$ cat src/rtl/unified_mem_arbiter.sv
// unified_mem_arbiter
//   Shares one single-port backing memory between the instruction-fetch
//   requester and the data-memory requester. One transaction is in flight
//   at a time: IDLE (arbitrate + latch) -> ISSUE (mem_req pulse) -> WAIT
//   (collect mem_rvalid or time out) -> RESP (valid pulse to owner).
//   Data normally wins; a starvation counter forces fetch after
//   STARVE_LIMIT consecutive data grants made while fetch was waiting.
//
// Ports
//   clk, reset          clock, synchronous active-high reset
//   if_req/if_addr      fetch request (held until if_valid)
//   if_rdata/if_valid   registered fetch data + one-cycle completion pulse
//   d_req/d_we/d_addr/d_wdata  data request (held until d_valid)
//   d_rdata/d_valid     registered load data + one-cycle completion pulse
//   mem_req/mem_we/mem_addr/mem_wdata  backing memory request side
//   mem_rdata/mem_rvalid               backing memory response side
//   busy                high whenever the FSM is not IDLE
//   err                 sticky timeout flag, cleared only by reset
module unified_mem_arbiter #(
  parameter int ADDR_W       = 32,
  parameter int DATA_W       = 32,
  parameter int STARVE_LIMIT = 4,
  parameter int TIMEOUT      = 16
) (
  input  logic              clk,
  input  logic              reset,
  input  logic              if_req,
  input  logic [ADDR_W-1:0] if_addr,
  output logic [DATA_W-1:0] if_rdata,
  output logic              if_valid,
  input  logic              d_req,
  input  logic              d_we,
  input  logic [ADDR_W-1:0] d_addr,
  input  logic [DATA_W-1:0] d_wdata,
  output logic [DATA_W-1:0] d_rdata,
  output logic              d_valid,
  output logic              mem_req,
  output logic              mem_we,
  output logic [ADDR_W-1:0] mem_addr,
  output logic [DATA_W-1:0] mem_wdata,
  input  logic [DATA_W-1:0] mem_rdata,
  input  logic              mem_rvalid,
  output logic              busy,
  output logic              err
);

  localparam int SW = $clog2(STARVE_LIMIT + 1);
  localparam int WW = $clog2(TIMEOUT);
  localparam logic [SW-1:0] STARVE_MAX = SW'(STARVE_LIMIT);
  localparam logic [WW-1:0] WAIT_LAST  = WW'(TIMEOUT - 1);

  typedef enum logic [1:0] {IDLE, ISSUE, WAIT, RESP} state_t;

  state_t          state;
  logic            own_d;       // 1 = current transaction belongs to data port
  logic [SW-1:0]   starve_cnt;
  logic [WW-1:0]   wait_cnt;

  logic starve_hit, grant_if, grant_d;

  always_comb begin
    starve_hit = (starve_cnt == STARVE_MAX);
    grant_if   = if_req & (~d_req | starve_hit);
    grant_d    = d_req & ~grant_if;
  end

  assign busy = (state != IDLE);

  always_ff @(posedge clk) begin
    if (reset) begin
      state      <= IDLE;
      own_d      <= 1'b0;
      starve_cnt <= '0;
      wait_cnt   <= '0;
      if_valid   <= 1'b0;
      d_valid    <= 1'b0;
      mem_req    <= 1'b0;
      mem_we     <= 1'b0;
      mem_addr   <= '0;
      mem_wdata  <= '0;
      if_rdata   <= '0;
      d_rdata    <= '0;
      err        <= 1'b0;
    end else begin
      // Pulses default low; each is raised for exactly one cycle below.
      mem_req  <= 1'b0;
      if_valid <= 1'b0;
      d_valid  <= 1'b0;
      case (state)
        IDLE: begin
          if (grant_d) begin
            state     <= ISSUE;
            mem_req   <= 1'b1;
            own_d     <= 1'b1;
            mem_we    <= d_we;
            mem_addr  <= d_addr;
            mem_wdata <= d_wdata;
            // Only data grants that bypass a waiting fetch count as starvation.
            if (if_req && !starve_hit) starve_cnt <= starve_cnt + 1'b1;
          end else if (grant_if) begin
            state      <= ISSUE;
            mem_req    <= 1'b1;
            own_d      <= 1'b0;
            mem_we     <= 1'b0;
            mem_addr   <= if_addr;
            mem_wdata  <= '0;
            starve_cnt <= '0;
          end
        end
        ISSUE: begin
          state    <= WAIT;
          wait_cnt <= '0;
        end
        WAIT: begin
          if (mem_rvalid) begin
            state <= RESP;
            if (own_d) begin
              d_valid <= 1'b1;
              if (!mem_we) d_rdata <= mem_rdata;
            end else begin
              if_valid <= 1'b1;
              if_rdata <= mem_rdata;
            end
          end else if (wait_cnt == WAIT_LAST) begin
            // Memory went silent: complete with zero data and flag it.
            state <= RESP;
            err   <= 1'b1;
            if (own_d) begin
              d_valid <= 1'b1;
              if (!mem_we) d_rdata <= '0;
            end else begin
              if_valid <= 1'b1;
              if_rdata <= '0;
            end
          end else begin
            wait_cnt <= wait_cnt + 1'b1;
          end
        end
        // No arbitration here: the owner still holds its request this cycle.
        RESP:    state <= IDLE;
        default: state <= IDLE;
      endcase
    end
  end

endmodule

$ cat config.mk
export PLATFORM = sky130hd
export DESIGN_NAME = unified_mem_arbiter
export DESIGN_NICKNAME = d
export VERILOG_FILES = /design/src/rtl/unified_mem_arbiter.sv
export SDC_FILE = /design/constraint.sdc
export NUM_CORES = 1
export LEC_CHECK = 0
export BUFFER_PORTS_ARGS = -buffer_cell sky130_fd_sc_hd__buf_2
export CAP_MARGIN = 20
export CORE_MARGIN = 1.5
export CORE_UTILIZATION = 50
export CTS_CLUSTER_DIAMETER = 80
export DETAILED_ROUTE_END_ITERATION = 8
export MAX_ROUTING_LAYER = met4
export PLACE_DENSITY = 0.82
export SLEW_MARGIN = 20
export SYNTH_ARGS = -nofsm -noshare
export SYNTH_HDL_FRONTEND = slang
export SYNTH_SLANG_ARGS = --single-unit
$ cat constraint.sdc
create_clock -name clk -period 3.4 [get_ports clk]
set_input_delay 0 -clock clk [delete_from_list [all_inputs] [get_ports clk]]
set_output_delay 0 -clock clk [all_outputs]
set_load 0.02 [all_outputs]
==> results of run 1 <==
==> logic make-up after synthesis <==
group | after synthesis | share of synthesized area, %
flip-flops | 143 | 49.00
AO/OA/AOI/OAI | 179 | 27.89
adder cells (fa/ha/maj) | 7 | 1.499
AND/OR/NAND/NOR | 134 | 12.38
multiplexers | 1 | 0.1713
buffers and inverters | 128 | 9.060
==> worst paths after layout <==
| kind | end | slack [ns] | cells after the start |
|---|---|---|---|
| setup / recovery | mem_addr[31] | 0.47 | 7 |
| hold / removal | starve_cnt[0] | 0.05 | 3 |
| setup reg to reg | mem_addr[31] | 0.47 | 7 |
| hold reg to reg | err | 0.47 | 2 |
==> placed cells by master (no fill, tap or decap), types with 4 or more instances in the layout <==
master / count
a21oi_1: 7
a22o_1: 33
a311oi_1: 32
buf_2: 266
buf_4: 8
clkbuf_16: 17
clkbuf_8: 4
clkinvlp_4: 6
dfxtp_1: 143
dlygate4sd3_1: 131
ha_1: 7
inv_1: 69
nand2_1: 4
nand2b_1: 36
nand3_1: 34
nor2_1: 35
o21ai_0: 20
o21ai_1: 14
o32ai_1: 34
o32ai_2: 30
==> metal layers <==
metal / vias to the layer above / part of all wire, % / GRT usage, % / wire (microns)
met5: - / 0 / - / 0
met4: 0 / 5.6 / 20.17 / 1144
met3: 111 / 7.9 / 8.857 / 1616
met2: 427 / 48 / 54.65 / 9851
met1: 2990 / 38 / 35.74 / 7719
li1: 2894 / - / - / -
==> registers in the layout, indices dropped and copies added, names as in the netlist <==
name,flops
d_rdata,32
d_valid,1
err,1
if_rdata,32
if_valid,1
mem_addr,32
mem_req,1
mem_wdata,32
mem_we,1
own_d,1
starve_cnt,3
state,2
wait_cnt,4
==> layout make-up <==
class	count	share of cell area [%]
inverter	71	2.936
sequential	143	31.54
multi-input combinational	321	27.07
timing repair buffer	406	29.99
tap	143	1.971
clock inverter	11	1.172
antenna	1	0.02757
clock buffer	21	5.293
==> stage by stage <==
stage / hold slack (ns) / utilization, %
after floorplan: 0.1327 / -
after detailed placement: 0.2210 / 62.85
after global routing: 0.04297 / 79.50
final: 0.04730 / 79.50
after CTS: 0.008105 / 79.48
after global placement: 0.2144 / 62.83
==> critical path, stage by stage (launching register included) <==
cell,delay (ns)
dfxtp_1,0.33
inv_1,0.11
ha_1,0.31
o21a_2,0.78
buf_4,0.37
nor2_1,0.07
a311oi_1,0.29
dlygate4sd3_1,0.60
==> power by group <==
group	switching [mW]	internal (mW)	total [mW]
registers	0.163	1.94	2.11
clock network	0.740	1.09	1.83
logic	1.11	0.771	1.88
==> results.md, run 1 <==
- The flow ran to the end, and the final reports show no timing, DRC or antenna violations.
- The wire-length estimate of the detail-placed layout is ~11 mm.
- The die boundary width is approximately 110 microns.
- Setup repair after global routing left no endpoint under its margin.
- The clock tree from TritonCTS is built.
- The global placer's final weighted congestion is between 0.9 and 1.
- Clock latency on the worst-skew pair, taken at its later pin, is about 0.43 ns.
- The hold buffer count at cts is about 130.
- The worst setup path is captured at a flop.
- In the synthesized netlist, the cells that appear most often are dfxtp_1 (143), inv_1 (69), nand2b_1 (36), nor2_1 (36).
- The origin of the worst min-delay path is d_req.
- The floorplan step set the die height to between 100 and 150 microns.
- The total number of vias is about 6400.
- For the worst setup path, the data arrival time is between 3 and 4 ns.
- The synthesized netlist cell count is between 500 and 600.
- The worst-case headroom to the max-slew limit is approximately a third.
- The largest net degree at the start of global routing is 85.
- The number of fillers in the final layout is around 670.
- Summing all non-filler instances in the final layout gives an area of slightly above 9000 sq um.
- After detailed routing, the number of remaining DRC violations is 0.
- At the worst endpoint, the required time is 3.76 ns.
- The number of DRC markers in iteration 0 is about 680.
- The worst-case vdd ir drop is ~0.00044 V.
- After clock tree synthesis, the setup repair step added 0 buffers.
- The tool flagged a number of max-cap violations equal to 0.
- For this design the top-level I/O count stands at 268.
- After detailed placement, the total cell area comes to between 7000 and 8000 sq um.
- Before antenna repair, the detailed router went through 5 iterations.
- The detail route stage leaves a number of antenna-violating nets equal to 0.
- The number of antenna violations at the first check in global routing was 1.
- The most common cell in the synthesized netlist is dfxtp_1.
- The type of element launching the critical path is a flop.
- The via count of the first global-routing pass was roughly 6500.
- The floorplan core area is between 10000 and 15000 sq um.
- The total nets after synthesis is approximately 730.
- After the flow finishes, the layout carries non-filler instances totaling about 1100.
- The total wire length is about 20 mm.
- Relative to the synthesized area, the layout overhead comes to 55.39%.
- Clock tree synthesis found a total of approximately 140 sinks.
- The critical path class is flop to flop.
- The reported leakage power is around 4 nW.
- In the synthesized netlist the dominant register cell turns out to be dfxtp_1.
- The number of clock buffers added by TritonCTS is 17.
- The per-cell via count in the routed design is about 5.7.
- The distinct cell type count after synthesis is 41.
- The multi-input combinational cells in the finished layout cover a total of ~2500 sq um.
- The largest total area in the synthesized netlist belongs to dfxtp_1.
- Setup slack on the critical path of the routed design comes to between 0.4 and 0.5 ns.
- The total of cells resized after clock tree synthesis is 0.
- The clock-pin slew of the registers on the worst-case setup and hold paths is about 0.060 ns.
- Power spread over the standard cell area amounts to around 640 nW/um^2.
- Once placement completed, the tool counted placed cells totaling about 950.
- Static timing analysis puts the maximum clock frequency at about 340 MHz.
- The post-route netlist has 35.46% of its cells at a drive strength greater than 1.
- In the global route stage, overall resource usage came out at 33.14%.
- The path category of the worst min-delay check is input port to flop.
- Buffers placed on the I/O ports in this run total between 200 and 300.
- The netlist area before placement is ~5800 sq um.
- After routing, the total negative slack on setup checks comes to 0 ns.
- The start of the worst register-to-register path is state[1].
- The final setup skew is ~0.023 ns.
- The clock root buffer master is clkbuf_16.
- The final number of setup-violating endpoints is 0.
- The top cell type by area accounts for 49.00% of the synthesized area.
- The routed design could run at a clock period as short as roughly 3 ns.
- The synthesized flop and latch total is 143.
- During synthesis, Yosys emitted a total of 0 warnings.
- After synthesis, the share of flip-flops with an asynchronous set or reset is 0%.
- The post-synthesis average cell area is 9.868 sq um.
- The final layout net count is between 1000 and 1500.
- Of the available clock period, the critical path in the final layout requires ~86%.
- The synthesized design contains 0 enable-type register cells.
- The overall power consumption is about 5.8 mW.
- The total area of sequential cells is approximately 2900 sq um.
- The largest fanout on the critical path is 48.
- For the pin with the worst max-slew slack, the measured transition is 0.9948 ns.
- The number of placement rows is 39.
- The number of H-tree branching levels is 4.
- The pre-CTS setup slack is approximately 1.1 ns.
- The global-route wire length before repair is between 30 and 40 mm.
- Summed over all layers, the global routing overflow is 0.
- After detailed routing, the average wire length per cell comes to approximately 18 microns.
- The final number of max-transition violations is 0.
- The die covers around 12000 sq um.
- The largest buffer count on any clock path is 2.
- By area the synthesized netlist is led by dfxtp_1 (49%), o32ai_2 (8.4%), o32ai_1 (5.1%).
- After synthesis, flip-flops and latches occupy between 40% and 50% of the total area.
- Tracing the worst setup path back leads to its startpoint at state[1].
- The initial cell density of the core is around 51%.
- The total count of hold-check failures in the final report is 0.
Note: power is estimated with default switching activity, not from simulation.
==> run 2: changes to the inputs <==
- CORE_UTILIZATION: 50 -> 47
- PLACE_DENSITY: 0.82 -> 0.77
- SKIP_CTS_REPAIR_TIMING: unset -> 1
- clock period: 3.4 -> 2.84 ns (I/O delays scaled with it)
==> run 2 against run 1 <==
  * Cell area rose by 0.96%
  * Worst hold slack got worse by 0.047 ns
  * Wire length fell by 4.9%
  * Clock-buffer cell count fell by 1
  * First-iteration DRC count fell by 29%
  * Global-route usage fell by 9.3 points
  * Power rose by 22%
  * Critical endpoint is now mem_addr[3]
==> results.md, run 2 (synthesis results as in run 1) <==
- The ratio of total power to cell area is 773.4 nW/um^2 (+21%).
- The final number of max-transition violations is 0 (unchanged).
- The initial cell density of the core is 48.43% (-2.7 points).
- The setup slack of the critical path after layout came to 0.2701 ns (-0.2001 ns).
- The reported leakage power was 4.070 nW (+1.3%).
- The DRC violation count after routing is 0 (unchanged).
- The flow ran to the end, and the final reports show no timing, DRC or antenna violations.
- The number of DRC markers in iteration 0 is 483 (-29%).
- The sequential cell fraction of total power is 35.4% (-0.8 points).
- The setup total negative slack is 0 ns (unchanged).
- The worst setup path is captured at a flop.
- The end-of-flow core utilization is 75.99% (-3.5 points).
- The via count of the first global-routing pass is 5027 (-22%).
- The antenna diode instance count is 0 (-1).
- The global-route wire length before repair is 24.14 mm (-24%).
- The clock-pin slew of the registers on the worst-case setup and hold paths came to 0.06 ns (about the same).
- The critical path in this run is classified as flop to flop.
- The share of total power in combinational logic was 31.1% (-1.3 points).
- The pre-CTS setup slack is 0.9422 ns (-0.1411 ns).
- The ratio of final minimum period to clock period came to 90.49% (+4.3 points).
- The share of power burned in the clock network is 33.5% (+2.1 points).
- The worst setup path is launched from a flop.
- The die boundary width was 114.5 microns (+3.1%).
- The number of placement rows is 40 (+2.6%).
- The worst-case headroom to the max-slew limit was 57.73% (+24 points).
- The layer flagged by global routing as most heavily used is met2.
- The path category of the worst min-delay check is input port to flop.
- The total of buffers placed on input and output ports is 267 (unchanged).
- The global-route met1 utilization is 28.79% (-6.9 points).
- The total count of hold-check failures in the final report is 0 (unchanged).
- The floorplan core area is 12060 sq um (+5.6%).
- The area of the die is 13110 sq um (+6.2%).
- The height of the chip came to 114.5 microns (+3.1%).
- The minimum clock period after layout is 2.570 ns (-0.3599 ns).
- The met2 global-route usage is 39.52% (-15 points).
- The count of TritonRoute iterations in the first routing pass is 5 (unchanged).
- The largest fanout on the critical path is 64 (+33%).
- The worst-case hold slack is 0.0005345 ns (-0.04677 ns).
- The total number of vias is 6223 (-3.1%).
- The global placer's final weighted congestion is 0.8308 (-9.5%).
- The most common cell after layout, fill and taps aside is buf_2.
- The data arrival time of the worst path is 2.92 ns (-0.37 ns).
- The fraction of power spent switching nets is 32.67% (-1.9 points).
- The combined global-route utilization of all metal layers is 23.82% (-9.3 points).
- Relative to the synthesized area, the layout overhead comes to 56.89%.
- The number of clock buffers inserted by TritonCTS is 17 (unchanged).
- The overall power consumption is 7.088 mW (+22%).
- The final layout net count is 1103 (+0.18%).
- The total wire length is 19.34 mm (-4.9%).
- The switching power is 2.316 mW (+15%).
- The number of antenna violations at the first check in global routing is 0 (-1).
- The number of clock sinks seen by CTS came to 143 (unchanged).
- The latest clock arrival within the worst-skew pair is 0.41 ns (-0.02 ns).
- The slew at the pin closest to its max-slew limit was 0.6341 ns (-0.3607 ns).
- The I/O pin total came to 268 (unchanged).
- Leaving out fill and tap cells, the most frequent cells in the layout are buf_2 (266), dfxtp_1 (143), dlygate4sd3_1 (129).
- The remaining number of nets flagged by the antenna check after routing was 0 (unchanged).
- The largest buffer count on any clock path is 2 (unchanged).
- The final setup skew came to 0.01051 ns (-0.01264 ns).
- The clock tree from TritonCTS is built.
- The met3 usage in global routing was 4.711% (-4.1 points).
- The per-cell via count in the routed design is 5.444 (-5.3%).
- The highest achievable clock rate came to 389.1 MHz (+14%).
- The worst-case vdd ir drop is 0.0004709 V (+7.5%).
- The internal power was 4.772 mW (+25%).
- The largest net degree at the start of global routing is 70 (-18%).
- The required time reported for the critical path endpoint is 3.19 ns (-0.57 ns).
- The final number of setup-violating endpoints was 0 (unchanged).
- The layout cell share with drive strength beyond 1 was 35.59% (+0.13 points).
- The average wire per standard cell came to 16.92 microns (-7.1%).
- The clock root buffer master is clkbuf_16.
- The number of H-tree branching levels is 4 (unchanged).
- The total congestion overflow after global routing was 0 (unchanged).
- Setup repair after global routing left no endpoint under its margin.
- The placed wire-length estimate is 10.91 mm (+0.48%).
- The max-cap violation count is 0 (unchanged).
-- run 2: cell count changes in the layout (fill, tap and decap cells not counted), sizes merged --
cell,change
bufinv,+3
diode,-1
clkbuf,-1
clkinv,+3
clkinvlp,-5
buf,+4
dlygate4sd3,-2
-- run 2: area by class of cell --
| cell class | count | area [sq um] |
|---|---|---|
| well taps | 168 | 210.2 |
| inverters | 71 | 266.5 |
| fillers | 746 | 2897 |
| repair buffers | 408 | 2733 |
| clock inverters | 12 | 181.4 |
| multi-input cells | 321 | 2455 |
| clock buffers | 20 | 456.7 |
| flip-flops and latches | 143 | 2863 |
-- run 2: final timing paths --
path | from | to | slack [ns] | depth (start not counted)
worst min-delay path | if_req | mem_req | 0.0005 | 3
worst max-delay path | state[0] | mem_addr[3] | 0.27 | 7
worst min register to register | mem_wdata[27] | mem_wdata[27] | 0.47 | 1
worst max register to register | state[0] | mem_addr[3] | 0.27 | 7
-- run 2: critical path, stage by stage (launching register included) --
cell           delay, ns
dfxtp_1             0.31
inv_1               0.12
ha_1                0.29
o21a_2              0.19
buf_4               0.51
nor2_1              0.12
a311oi_1            0.32
dlygate4sd3_1       0.63
-- run 2: per-stage QoR --
stage               instances  area (sq um)
floorplan                 592          5842
global placement          982          7236
detailed placement        982          7236
CTS                      1014          7874
global route             1143          9165
finish                   1143          9165
-- run 2: metal layers --
layer / up-vias / part of all wire [%]
met1: 2970 / 39
li1: 2901 / -
met5: - / 0
met3: 53 / 6.8
met2: 299 / 51
met4: 0 / 3.0
-- run 2: power groups by stage --
stage                     sequential, mW  combinational [mW]  clock, mW
after floorplan                     2.87               0.876          0
final                               2.51                2.21       2.37
after global placement              2.52                1.75          0
after CTS                           2.49                1.81       2.40
after global routing                2.53                2.37       2.48
after detailed placement            2.53                1.81          0
